## config.mk

```make
export PLATFORM = sky130hd
export DESIGN_NAME = dog_motion_sched_flat
export DESIGN_NICKNAME = d
export VERILOG_FILES = /design/src/rtl/dog_motion_sched_if.sv /design/src/rtl/dog_motion_sched.sv /design/src/flat_wrapper.sv
export SDC_FILE = /design/constraint.sdc
export NUM_CORES = 1
export LEC_CHECK = 0
export CAP_MARGIN = 30
export CORE_ASPECT_RATIO = 1.5
export CORE_MARGIN = 2
export CORE_UTILIZATION = 45
export CTS_BUF_LIST = sky130_fd_sc_hd__clkbuf_4 sky130_fd_sc_hd__clkbuf_8
export DETAILED_ROUTE_END_ITERATION = 6
export PLACE_DENSITY_LB_ADDON = 0.2
export SYNTH_ARGS = -nofsm -noshare
export SYNTH_HDL_FRONTEND = slang
export SYNTH_SLANG_ARGS = --single-unit
```

## constraint.sdc

```tcl
create_clock -name pixel_clk -period 2.43 [get_ports pixel_clk]
set_clock_uncertainty 0.2 [all_clocks]
set_input_delay 0.243 -clock pixel_clk [delete_from_list [all_inputs] [get_ports pixel_clk]]
set_output_delay 0.243 -clock pixel_clk [all_outputs]
set_load 0.01 [all_outputs]
```

## src/rtl/dog_motion_sched_if.sv

```systemverilog
// Command handshake between the display controller and the dog motion scheduler.
// The master requests an action and the scheduler signals when its pending slot can take it.
interface dog_motion_sched_if;
    logic       cmd_valid;
    logic [2:0] cmd_action;
    logic       cmd_ready;

    modport master (output cmd_valid, output cmd_action, input cmd_ready);
    modport slave  (input cmd_valid, input cmd_action, output cmd_ready);
endinterface

```

## src/rtl/dog_motion_sched.sv

```systemverilog
// Frame-rate dog sprite scheduler: autonomous sit/walk patrol plus commanded walks and jumps.
// Define DOG_WRAP_EN to make walks wrap around the screen edges instead of bouncing into SIT.
module dog_motion_sched #(
    parameter int X_MIN    = 0,
    parameter int X_MAX    = 576,
    parameter int Y_GROUND = 400,
    parameter int JUMP_H   = 64,
    parameter int STEP_X   = 2,
    parameter int STEP_Y   = 4,
    parameter int DWELL    = 60,
    parameter int ANIM_DIV = 8
) (
    input  logic                     pixel_clk,
    input  logic                     reset,
    input  logic                     run,
    input  logic                     frame_tick,
    dog_motion_sched_if.slave        cmd,
    output logic [2:0]               ActionSel,
    output logic [9:0]               DogPos_x,
    output logic [8:0]               DogPos_y,
    output logic [1:0]               anim_frame,
    output logic                     busy
);

    typedef enum logic [2:0] {
        SIT       = 3'd0,
        WALK_R    = 3'd1,
        WALK_L    = 3'd2,
        JUMP_UP   = 3'd3,
        JUMP_DOWN = 3'd4
    } state_e;

    localparam int DW_W  = $clog2(DWELL + 1);
    localparam int DIV_W = $clog2(ANIM_DIV + 1);

    localparam logic [10:0]      X_MIN_W    = 11'(X_MIN);
    localparam logic [10:0]      X_MAX_W    = 11'(X_MAX);
    localparam logic [10:0]      STEP_X_W   = 11'(STEP_X);
    localparam logic [9:0]       Y_GND_W    = 10'(Y_GROUND);
    localparam logic [9:0]       Y_APEX_W   = 10'(Y_GROUND - JUMP_H);
    localparam logic [9:0]       STEP_Y_W   = 10'(STEP_Y);
    localparam logic [9:0]       X_MIN_P    = 10'(X_MIN);
    localparam logic [9:0]       X_MAX_P    = 10'(X_MAX);
    localparam logic [8:0]       Y_GND_P    = 9'(Y_GROUND);
    localparam logic [8:0]       Y_APEX_P   = 9'(Y_GROUND - JUMP_H);
    localparam logic [DW_W-1:0]  DWELL_LAST = DW_W'(DWELL - 1);
    localparam logic [DIV_W-1:0] DIV_LAST   = DIV_W'(ANIM_DIV - 1);

    state_e           state_q, state_d;
    state_e           ret_q, ret_d;
    logic [9:0]       x_q, x_d;
    logic [8:0]       y_q, y_d;
    logic [DW_W-1:0]  dwell_q, dwell_d;
    logic             next_right_q, next_right_d;
    logic             pend_valid_q, pend_valid_d;
    logic [1:0]       pend_act_q, pend_act_d;
    logic [DIV_W-1:0] div_q, div_d;
    logic [1:0]       anim_q, anim_d;
    logic             busy_q, busy_d;

    logic        jumping;
    logic        ready;
    logic        anim_step;
    logic [10:0] x_inc, x_dec;
    logic [9:0]  y_up, y_dn;

    assign jumping        = (state_q == JUMP_UP) || (state_q == JUMP_DOWN);
    assign ready          = ~pend_valid_q & ~jumping;
    assign cmd.cmd_ready  = ready;

    assign x_inc = {1'b0, x_q} + STEP_X_W;
    assign x_dec = {1'b0, x_q} - STEP_X_W;
    assign y_up  = {1'b0, y_q} - STEP_Y_W;
    assign y_dn  = {1'b0, y_q} + STEP_Y_W;

    always_comb begin
        // NOTE: every _d starts as its _q so no path through this block can infer a latch.
        state_d      = state_q;
        ret_d        = ret_q;
        x_d          = x_q;
        y_d          = y_q;
        dwell_d      = dwell_q;
        next_right_d = next_right_q;
        pend_valid_d = pend_valid_q;
        pend_act_d   = pend_act_q;
        div_d        = div_q;
        anim_d       = anim_q;
        anim_step    = 1'b0;

        // Codes outside 1..3 complete the handshake but never occupy the slot.
        if (cmd.cmd_valid && ready && (cmd.cmd_action inside {3'd1, 3'd2, 3'd3})) begin
            pend_valid_d = 1'b1;
            pend_act_d   = cmd.cmd_action[1:0];
        end

        if (run && frame_tick) begin
            if (pend_valid_q && !jumping) begin
                pend_valid_d = 1'b0;
                dwell_d      = '0;
                case (pend_act_q)
                    2'd1:    state_d = WALK_R;
                    2'd2:    state_d = WALK_L;
                    default: begin
                        ret_d   = state_q;
                        state_d = JUMP_UP;
                    end
                endcase
            end else begin
                case (state_q)
                    SIT: begin
                        if (dwell_q == DWELL_LAST) begin
                            state_d = next_right_q ? WALK_R : WALK_L;
                            dwell_d = '0;
                        end else begin
                            dwell_d = dwell_q + 1'b1;
                        end
                    end
                    WALK_R: begin
                        anim_step = 1'b1;
`ifdef DOG_WRAP_EN
                        x_d = (x_inc > X_MAX_W) ? X_MIN_P : x_inc[9:0];
`else
                        if (x_inc >= X_MAX_W) begin
                            x_d          = X_MAX_P;
                            state_d      = SIT;
                            next_right_d = 1'b0;
                            dwell_d      = '0;
                        end else begin
                            x_d = x_inc[9:0];
                        end
`endif
                    end
                    WALK_L: begin
                        anim_step = 1'b1;
`ifdef DOG_WRAP_EN
                        x_d = ({1'b0, x_q} < X_MIN_W + STEP_X_W) ? X_MAX_P : x_dec[9:0];
`else
                        if ({1'b0, x_q} <= X_MIN_W + STEP_X_W) begin
                            x_d          = X_MIN_P;
                            state_d      = SIT;
                            next_right_d = 1'b1;
                            dwell_d      = '0;
                        end else begin
                            x_d = x_dec[9:0];
                        end
`endif
                    end
                    JUMP_UP: begin
                        if (y_up <= Y_APEX_W) begin
                            y_d     = Y_APEX_P;
                            state_d = JUMP_DOWN;
                        end else begin
                            y_d = y_up[8:0];
                        end
                    end
                    JUMP_DOWN: begin
                        if (y_dn >= Y_GND_W) begin
                            y_d     = Y_GND_P;
                            state_d = ret_q;
                            dwell_d = '0;
                        end else begin
                            y_d = y_dn[8:0];
                        end
                    end
                    default: state_d = SIT;
                endcase
            end
        end

        if (anim_step) begin
            if (div_q == DIV_LAST) begin
                div_d  = '0;
                anim_d = anim_q + 1'b1;
            end else begin
                div_d = div_q + 1'b1;
            end
        end

        // Any change of state, or any non-walk state, restarts the walk animation.
        if ((state_d != state_q) || !((state_d == WALK_R) || (state_d == WALK_L))) begin
            div_d  = '0;
            anim_d = '0;
        end

        busy_d = (state_d == JUMP_UP) || (state_d == JUMP_DOWN);
    end

    // NOTE: state flops use non-blocking assignment so every register samples pre-edge values.
    always_ff @(posedge pixel_clk or negedge reset) begin
        if (!reset) begin
            state_q      <= SIT;
            ret_q        <= SIT;
            x_q          <= X_MIN_P;
            y_q          <= Y_GND_P;
            dwell_q      <= '0;
            next_right_q <= 1'b1;
            pend_valid_q <= 1'b0;
            pend_act_q   <= 2'd0;
            div_q        <= '0;
            anim_q       <= 2'd0;
            busy_q       <= 1'b0;
        end else begin
            state_q      <= state_d;
            ret_q        <= ret_d;
            x_q          <= x_d;
            y_q          <= y_d;
            dwell_q      <= dwell_d;
            next_right_q <= next_right_d;
            pend_valid_q <= pend_valid_d;
            pend_act_q   <= pend_act_d;
            div_q        <= div_d;
            anim_q       <= anim_d;
            busy_q       <= busy_d;
        end
    end

    assign ActionSel  = state_q;
    assign DogPos_x   = x_q;
    assign DogPos_y   = y_q;
    assign anim_frame = anim_q;
    assign busy       = busy_q;

endmodule

```

## src/flat_wrapper.sv

```systemverilog
// flat-port wrapper written by rule: the top's interface ports become plain ports
module dog_motion_sched_flat 
#(
    parameter int X_MIN    = 0,
    parameter int X_MAX    = 576,
    parameter int Y_GROUND = 400,
    parameter int JUMP_H   = 64,
    parameter int STEP_X   = 2,
    parameter int STEP_Y   = 4,
    parameter int DWELL    = 60,
    parameter int ANIM_DIV = 8
)
  (pixel_clk, reset, run, frame_tick, ActionSel, DogPos_x, DogPos_y, anim_frame, busy, cmd_cmd_valid, cmd_cmd_action, cmd_cmd_ready);
  dog_motion_sched_if cmd_i ();
  input  logic pixel_clk;
  input  logic reset;
  input  logic run;
  input  logic frame_tick;
  output logic [2:0] ActionSel;
  output logic [9:0] DogPos_x;
  output logic [8:0] DogPos_y;
  output logic [1:0] anim_frame;
  output logic busy;
  input wire logic [$bits(cmd_i.cmd_valid)-1:0] cmd_cmd_valid;
  input wire logic [$bits(cmd_i.cmd_action)-1:0] cmd_cmd_action;
  output wire logic [$bits(cmd_i.cmd_ready)-1:0] cmd_cmd_ready;
  assign cmd_i.cmd_valid = cmd_cmd_valid;
  assign cmd_i.cmd_action = cmd_cmd_action;
  assign cmd_cmd_ready = cmd_i.cmd_ready;
  dog_motion_sched #(.X_MIN(X_MIN), .X_MAX(X_MAX), .Y_GROUND(Y_GROUND), .JUMP_H(JUMP_H), .STEP_X(STEP_X), .STEP_Y(STEP_Y), .DWELL(DWELL), .ANIM_DIV(ANIM_DIV)) u_core (.pixel_clk(pixel_clk), .reset(reset), .run(run), .frame_tick(frame_tick), .cmd(cmd_i), .ActionSel(ActionSel), .DogPos_x(DogPos_x), .DogPos_y(DogPos_y), .anim_frame(anim_frame), .busy(busy));
endmodule
```

== Word-level counts from Yosys, hierarchy flattened ==
Index checks and enable logic that the tools add are counted.

* Eq/ne operators: 21
* Reduce and logical (&&, ||, !) cells: 25
* Add/subtract/negate cells: 7
* Muxes and demuxes: 37
* $lt $le $gt $ge: 4
* Bitwise logic cells: 5

{| class="wikitable"
|+ Operators with widths
! operator !! count
|-
| 2-to-1 mux 6 bit || 5
|-
| case mux 6 bit (4 select lines) || 1
|-
| 2-to-1 mux 3 bit || 7
|-
| 2-to-1 mux 10 bit || 2
|-
| case mux 10 bit (2 select lines) || 1
|-
| equality test 3 x 2 -> 1 bit, second input constant || 6
|-
| 2-to-1 mux 9 bit || 2
|-
| case mux 9 bit (2 select lines) || 1
|-
| case mux 3 bit (5 select lines) || 1
|-
| 2-to-1 mux 4 bit || 3
|-
| adder 10 x 2 -> 11 bit, second input constant || 1
|-
| greater-or-equal comparator 11 x 10 -> 1 bit, second input constant || 1
|-
| adder 9 x 3 -> 10 bit, second input constant || 1
|-
| greater-or-equal comparator 10 x 9 -> 1 bit, second input constant || 1
|-
| less-or-equal comparator 10 x 2 -> 1 bit, second input constant || 1
|-
| less-or-equal comparator 10 x 9 -> 1 bit, second input constant || 1
|-
| AND reduction 5 bit || 2
|-
| subtractor 10 x 2 -> 10 bit, second input constant || 1
|-
| subtractor 9 x 3 -> 10 bit, second input constant || 1
|-
| equality test 3 x 1 -> 1 bit, second input constant || 3
|-
| AND reduction 3 bit || 3
|-
| 2-to-1 mux 1 bit || 8
|-
| 2-to-1 mux 2 bit || 4
|-
| nonzero test 2 bit || 4
|-
| 24 further kinds || 38
|}

* Word-level logic and storage cells: 110
* Bits in registers: 42

== Logic depth before layout (Yosys ltp) ==
* Word-level depth: 12
* Gate-level depth with buffers: 10
* Depth with buffers taken out: 9

== Worst setup path after synthesis ==
Ideal clock, no wire load.

* Path kind: register -> register
* Start: register u_core.y_q[2] (netlist: u_core.DogPos_y[2])
* End: register u_core.div_q[2]
* Required time: 2.153 ns
* Cell stages (with the launch flop): 11
* Arrival: 2.411 ns
* Clock period less this slack: 2.688 ns
* Path buffers: 1
* Setup slack: -0.258 ns
* Cells stage by stage: dfrtp_1 buf_2 inv_1 ha_1 or3b_1 o31ai_1 nor3_1 o21ai_1 a31oi_1 or3_1 a21oi_1

* Cells in the longest elaborated chain, start to end: 11
* Elaborated cells on any way between the ends: 17

{| class="wikitable"
|+ Ends and longest elaborated chain
! item !! RTL line !! source
|-
| start: declaration || dog_motion_sched.sv:52 || <nowiki>logic [8:0] y_q, y_d;</nowiki>
|-
| start signal: assignment || dog_motion_sched.sv:206 || <nowiki>y_q <= y_d;</nowiki>
|-
| adder 9 x 3 -> 10 bit / subtractor 9 x 3 -> 10 bit (equally long branches) || dog_motion_sched.sv:74, dog_motion_sched.sv:73 ||
|-
| greater-or-equal comparator 10 x 9 -> 1 bit / less-or-equal comparator 10 x 9 -> 1 bit (equally long branches) || dog_motion_sched.sv:157, dog_motion_sched.sv:149 ||
|-
| 2-to-1 mux 3 bit, on equally long branches || dog_motion_sched.sv:157, dog_motion_sched.sv:149 ||
|-
| case mux 3 bit (5 select lines) (*) || dog_motion_sched.sv:109 || <nowiki>case (state_q)</nowiki>
|-
| 2-to-1 mux 3 bit (*) || dog_motion_sched.sv:97 || <nowiki>if (pend_valid_q && !jumping) begin</nowiki>
|-
| 2-to-1 mux 3 bit (*) || dog_motion_sched.sv:96 || <nowiki>if (run && frame_tick) begin</nowiki>
|-
| equality test 3 x 1 -> 1 bit / equality test 3 x 2 -> 1 bit (equally long branches) || dog_motion_sched.sv:180 || <nowiki>if ((state_d != state_q) || !((state_d == WALK_R) || (state_d == WALK_L))) begin</nowiki>
|-
| logical OR 1 bit || dog_motion_sched.sv:180 ||
|-
| logical NOT 1 bit || dog_motion_sched.sv:180 ||
|-
| logical OR 1 bit (*) || dog_motion_sched.sv:180 ||
|-
| 2-to-1 mux 4 bit / nonzero test 2 bit (equally long branches) || n/a ||
|-
| end signal: assignment || dog_motion_sched.sv:211 || <nowiki>div_q <= div_d;</nowiki>
|-
| end: declaration || dog_motion_sched.sv:57 || <nowiki>logic [DIV_W-1:0] div_q, div_d;</nowiki>
|}

Mark *: on every way between the ends. The rest lies on a longest branch, timed or not.
A chain may end at the register's enable or synchronous reset.

== Final worst setup path ==
* Start: register u_core.y_q[2] (netlist: u_core.DogPos_y[2])
* End: register u_core.busy_q (netlist: u_core.busy)

* Cells in the longest elaborated chain, start to end: 8
* Elaborated cells on any way between the ends: 12

{| class="wikitable"
|+ Ends and longest elaborated chain
! item !! RTL line !! source
|-
| adder 9 x 3 -> 10 bit / subtractor 9 x 3 -> 10 bit (equally long branches) || dog_motion_sched.sv:74, dog_motion_sched.sv:73 ||
|-
| greater-or-equal comparator 10 x 9 -> 1 bit / less-or-equal comparator 10 x 9 -> 1 bit (equally long branches) || dog_motion_sched.sv:157, dog_motion_sched.sv:149 ||
|-
| 2-to-1 mux 3 bit, on equally long branches || dog_motion_sched.sv:157, dog_motion_sched.sv:149 ||
|-
| case mux 3 bit (5 select lines) (*) || dog_motion_sched.sv:109 ||
|-
| 2-to-1 mux 3 bit (*) || dog_motion_sched.sv:97 ||
|-
| 2-to-1 mux 3 bit (*) || dog_motion_sched.sv:96 ||
|-
| net u_core.state_d[2] || dog_motion_sched.sv:49 || <nowiki>state_e state_q, state_d;</nowiki>
|-
| equality test 3 x 2 -> 1 bit / equality test 3 bit (equally long branches) || dog_motion_sched.sv:185 || <nowiki>busy_d = (state_d == JUMP_UP) || (state_d == JUMP_DOWN);</nowiki>
|-
| logical OR 1 bit (*) || dog_motion_sched.sv:185 ||
|-
| net u_core.busy_d || dog_motion_sched.sv:59 || <nowiki>logic busy_q, busy_d;</nowiki>
|-
| end signal: assignment || dog_motion_sched.sv:213 || <nowiki>busy_q <= busy_d;</nowiki>
|-
| end: declaration || dog_motion_sched.sv:59 ||
|}

The timed path passes the listed nets; every way through them passes the cells marked *.

==> impl_metrics.env <==
export IMPL_status="complete, but fails checks"
export IMPL_violations="negative setup slack"
export IMPL_final_cell_mix="buf_4 (82), nand2_1 (38), nor2_1 (31)"
export IMPL_total_leakage_power_nw=1.80
export IMPL_path_class="flop to flop"
export IMPL_hold_viol=0
export IMPL_hold_ws_ns=0.326
export IMPL_final_common_cell="buf_4"
export IMPL_slew_viol_final=0
export IMPL_diodes=0
export IMPL_path_common_cell="buf_4"
export IMPL_setup_viol=18
export IMPL_viasPerCell=5.96
export IMPL_synthCells=361
export IMPL_seq_area_frac_synth_pct=33.1
export IMPL_syn_area_per_cell_um2=8.21
export IMPL_rows=36
export IMPL_die_y_um=103
export IMPL_overflow=0
export IMPL_nFillCells=529
export IMPL_ys_async_sr_fraction_pct=100
export IMPL_worst_slew_pin_slew_ns=0.926
export IMPL_place_area_um2=3970
export IMPL_powerDensity_nw_per_um2=1210
export IMPL_cts_tree="built"
export IMPL_ys_seq_elements=39
export IMPL_nets=482
export IMPL_post_route_min_period_ns=2.67
export IMPL_cap_violations=0
export IMPL_reg2reg_from="u_core.DogPos_y[2]"
export IMPL_grt_total_usage_pct=27.0
export IMPL_htree_levels=2
export IMPL_dp_hpwl_um=7030
export IMPL_drc=0
export IMPL_slowest_stage="dfrtp_1"
export IMPL_syn2layout_area_growth_pct=47.7
export IMPL_wl_per_cell_um=17.3
export IMPL_synth_edff_count=0
export IMPL_drt_iter0_markers=120
export IMPL_reg2reg_depth=14
export IMPL_fin_cells=541
export IMPL_cts_made_buffers=5
export IMPL_gp_congestion=0.978
export IMPL_crit_required_ns=2.44
export IMPL_yosysTopAreaCell="dfrtp_1"
export IMPL_port_buffers=30
export IMPL_crit_fanout=5
export IMPL_pre_cts_slack_ns=-0.298
export IMPL_worstSkewPairLatency_ns=0.30
export IMPL_final_period_utilization_pct=110
export IMPL_endpoint_kind="flop"
export IMPL_cts_max_path_buffers=2
export IMPL_syn_area_um2=2970
export IMPL_cts_root_buf="clkbuf_8"
export IMPL_synthTopCellsByArea="dfrtp_1 (30%), nand2_1 (4.9%), a21oi_1 (4.6%)"
export IMPL_ant_nets=0
export IMPL_slowest_delay_ns=0.41
export IMPL_fin_area_um2=4380
export IMPL_via_count=3224
export IMPL_die_w_um=70.3
export IMPL_critical_path_cell_chain="buf_4 -> buf_6 -> ha_4 -> buf_6 -> inv_4 -> and4_1 -> nor3_2 -> nand3_1 -> buf_4 -> buf_4 -> a41oi_2 -> buf_4 -> o21ai_0 -> mux2i_1"
export IMPL_rsz0062_at_grt="true"
export IMPL_start_util_pct=46.0
export IMPL_worstPathArrival_ns=2.68
export IMPL_yosysWarningCount=0
export IMPL_dpl_cell_count=526
export IMPL_netlist_area_leader_share_pct=29.5
export IMPL_fin_ws_ns=-0.245
export IMPL_drive_above_1_share_pct=36.8
export IMPL_clkTransAtPathRegs_ns=0.08
export IMPL_die_area_um2=7270
export IMPL_synthDistinctLibCells=68
export IMPL_crit_path_start="u_core.DogPos_y[2]"
export IMPL_hold_path_class="flop to flop"
export IMPL_cts_sinks=39
export IMPL_antenna_found_initial=0
export IMPL_grt_max_degree=39
export IMPL_routed_wl_um=9360
export IMPL_timing_rr_end="u_core.busy"
export IMPL_core_um2=6440
export IMPL_grt_pass1_vias=3303
export IMPL_total_power_w=0.00531
export IMPL_peakVddDrop_mv=0.726
export IMPL_worstHoldStart="u_core.ret_q[2]"
export IMPL_min_to="u_core.ret_q[2]"
export IMPL_min_delay_path_depth=1
export IMPL_critPathLaunchType="flop"
export IMPL_grt_pass1_wl_um=15600
export IMPL_io_pins=34
export IMPL_slew_limit_headroom_pct=38.3
export IMPL_clock_fmax_mhz=374
export IMPL_r2r_setup_slack_ns=-0.24
export IMPL_ys_flop_type="dfrtp_1"
export IMPL_dr_pass1_iters=4
-- sequential cells by signal, indices dropped and copies added (netlist names) --
name and flops:
u_core.ret_q 3, u_core.anim_frame 2, u_core.DogPos_y 7, u_core.busy 1, u_core.DogPos_x 9, u_core.pend_valid_q 1
u_core.ActionSel 3, u_core.pend_act_q 2, u_core.dwell_q 6, u_core.div_q 4, u_core.next_right_q 1
-- stage by stage --
stage / utilization [%] / TNS (ns)
5_1_grt: 68.0 / -4.70
3_5_place_dp: 61.7 / -3.28
6_report: 68.0 / -2.60
3_3_place_gp: 61.7 / -2.73
2_1_floorplan: - / -0.668
4_1_cts: 65.5 / -1.77
-- timing repair --
action / in CTS / in global routing
hold buffers: 1 / 0
setup endpoints to repair: 21 / 33
gates resized for setup: 25 / 25
endpoints found under the hold margin: 35 / 0
pin swaps: 11 / 6
buffers inserted: 3 / 3
-- cells by family (layout without fill, tap and decap cells) --
logic type,Yosys count,after routing,synth area share (%)
and+or+nand+nor,154,154,27.6
adders and majority gates,10,10,4.22
buffers and inverters,34,136,5.10
DFF,39,39,33.1
xor gates and xnor gates,4,4,1.18
other,1,3,0.126
AOI/OAI and AO/OA,111,111,25.9
muxes,8,8,2.83
-- worst max path at each step --
stage / endpoint / slack (ns) / cells past startpoint
3_5_place_dp: u_core.busy / -0.30 / 8
2_1_floorplan: u_core.div_q[2] / -0.11 / 10
3_3_place_gp: u_core.busy / -0.27 / 8
5_1_grt: u_core.busy / -0.38 / 14
4_1_cts: u_core.busy / -0.18 / 10
6_report: u_core.busy / -0.24 / 14
-- critical path: cells and delay by family, from the launching register on --
family | cells | cell delay (ns)
and+or+nand+nor | 3 | 0.54
DFF | 1 | 0.41
adders and majority gates | 1 | 0.15
muxes | 1 | 0.18
AOI/OAI and AO/OA | 2 | 0.27
buffers and inverters | 7 | 0.85
-- cell usage after synthesis (4+ instances only) --
master and number:
o21ai_0 18, or3_1 10, clkbuf_1 9, and3_1 4
nand2_1 39, xor2_1 4, nand4_1 5, dfrtp_1 35
nor2_1 34, nor4_1 6, a21oi_1 27, a31oi_1 5
o31ai_1 5, o21ai_1 6, a41oi_1 4, nand2b_1 5
nand3_1 13, buf_2 9, nor3_1 11, a211oi_1 4
ha_1 10, mux2i_1 5, inv_1 11, dfstp_2 4
-- cell type report --
cell class                      count  area, um2  area share (%)
Multi-Input combinational cell    290       2160            49.2
Sequential cell                    39        993            22.7
Timing Repair Buffer              117        968            22.1
Tap cell                           76       95.1            2.17
Clock buffer                        6       82.6            1.89
Inverter                           11       48.8            1.11
Clock inverter                      2       35.0           0.800
-- routing by layer --
layer  part of all wire (%)  GRT usage, %
met5                      0             0
met4                    4.5          13.8
met1                     36          26.8
met2                     57          54.3
met3                    2.7          3.20
-- power by group --
part	switching, W	total (W)	leakage, nW	internal (W)
clock	0.000247	0.000579	0.0612	0.000333
sequential	0.000404	0.00131	0.475	0.000902
combinational	0.00174	0.00343	1.26	0.00168
(Power assumes the default switching activity.)
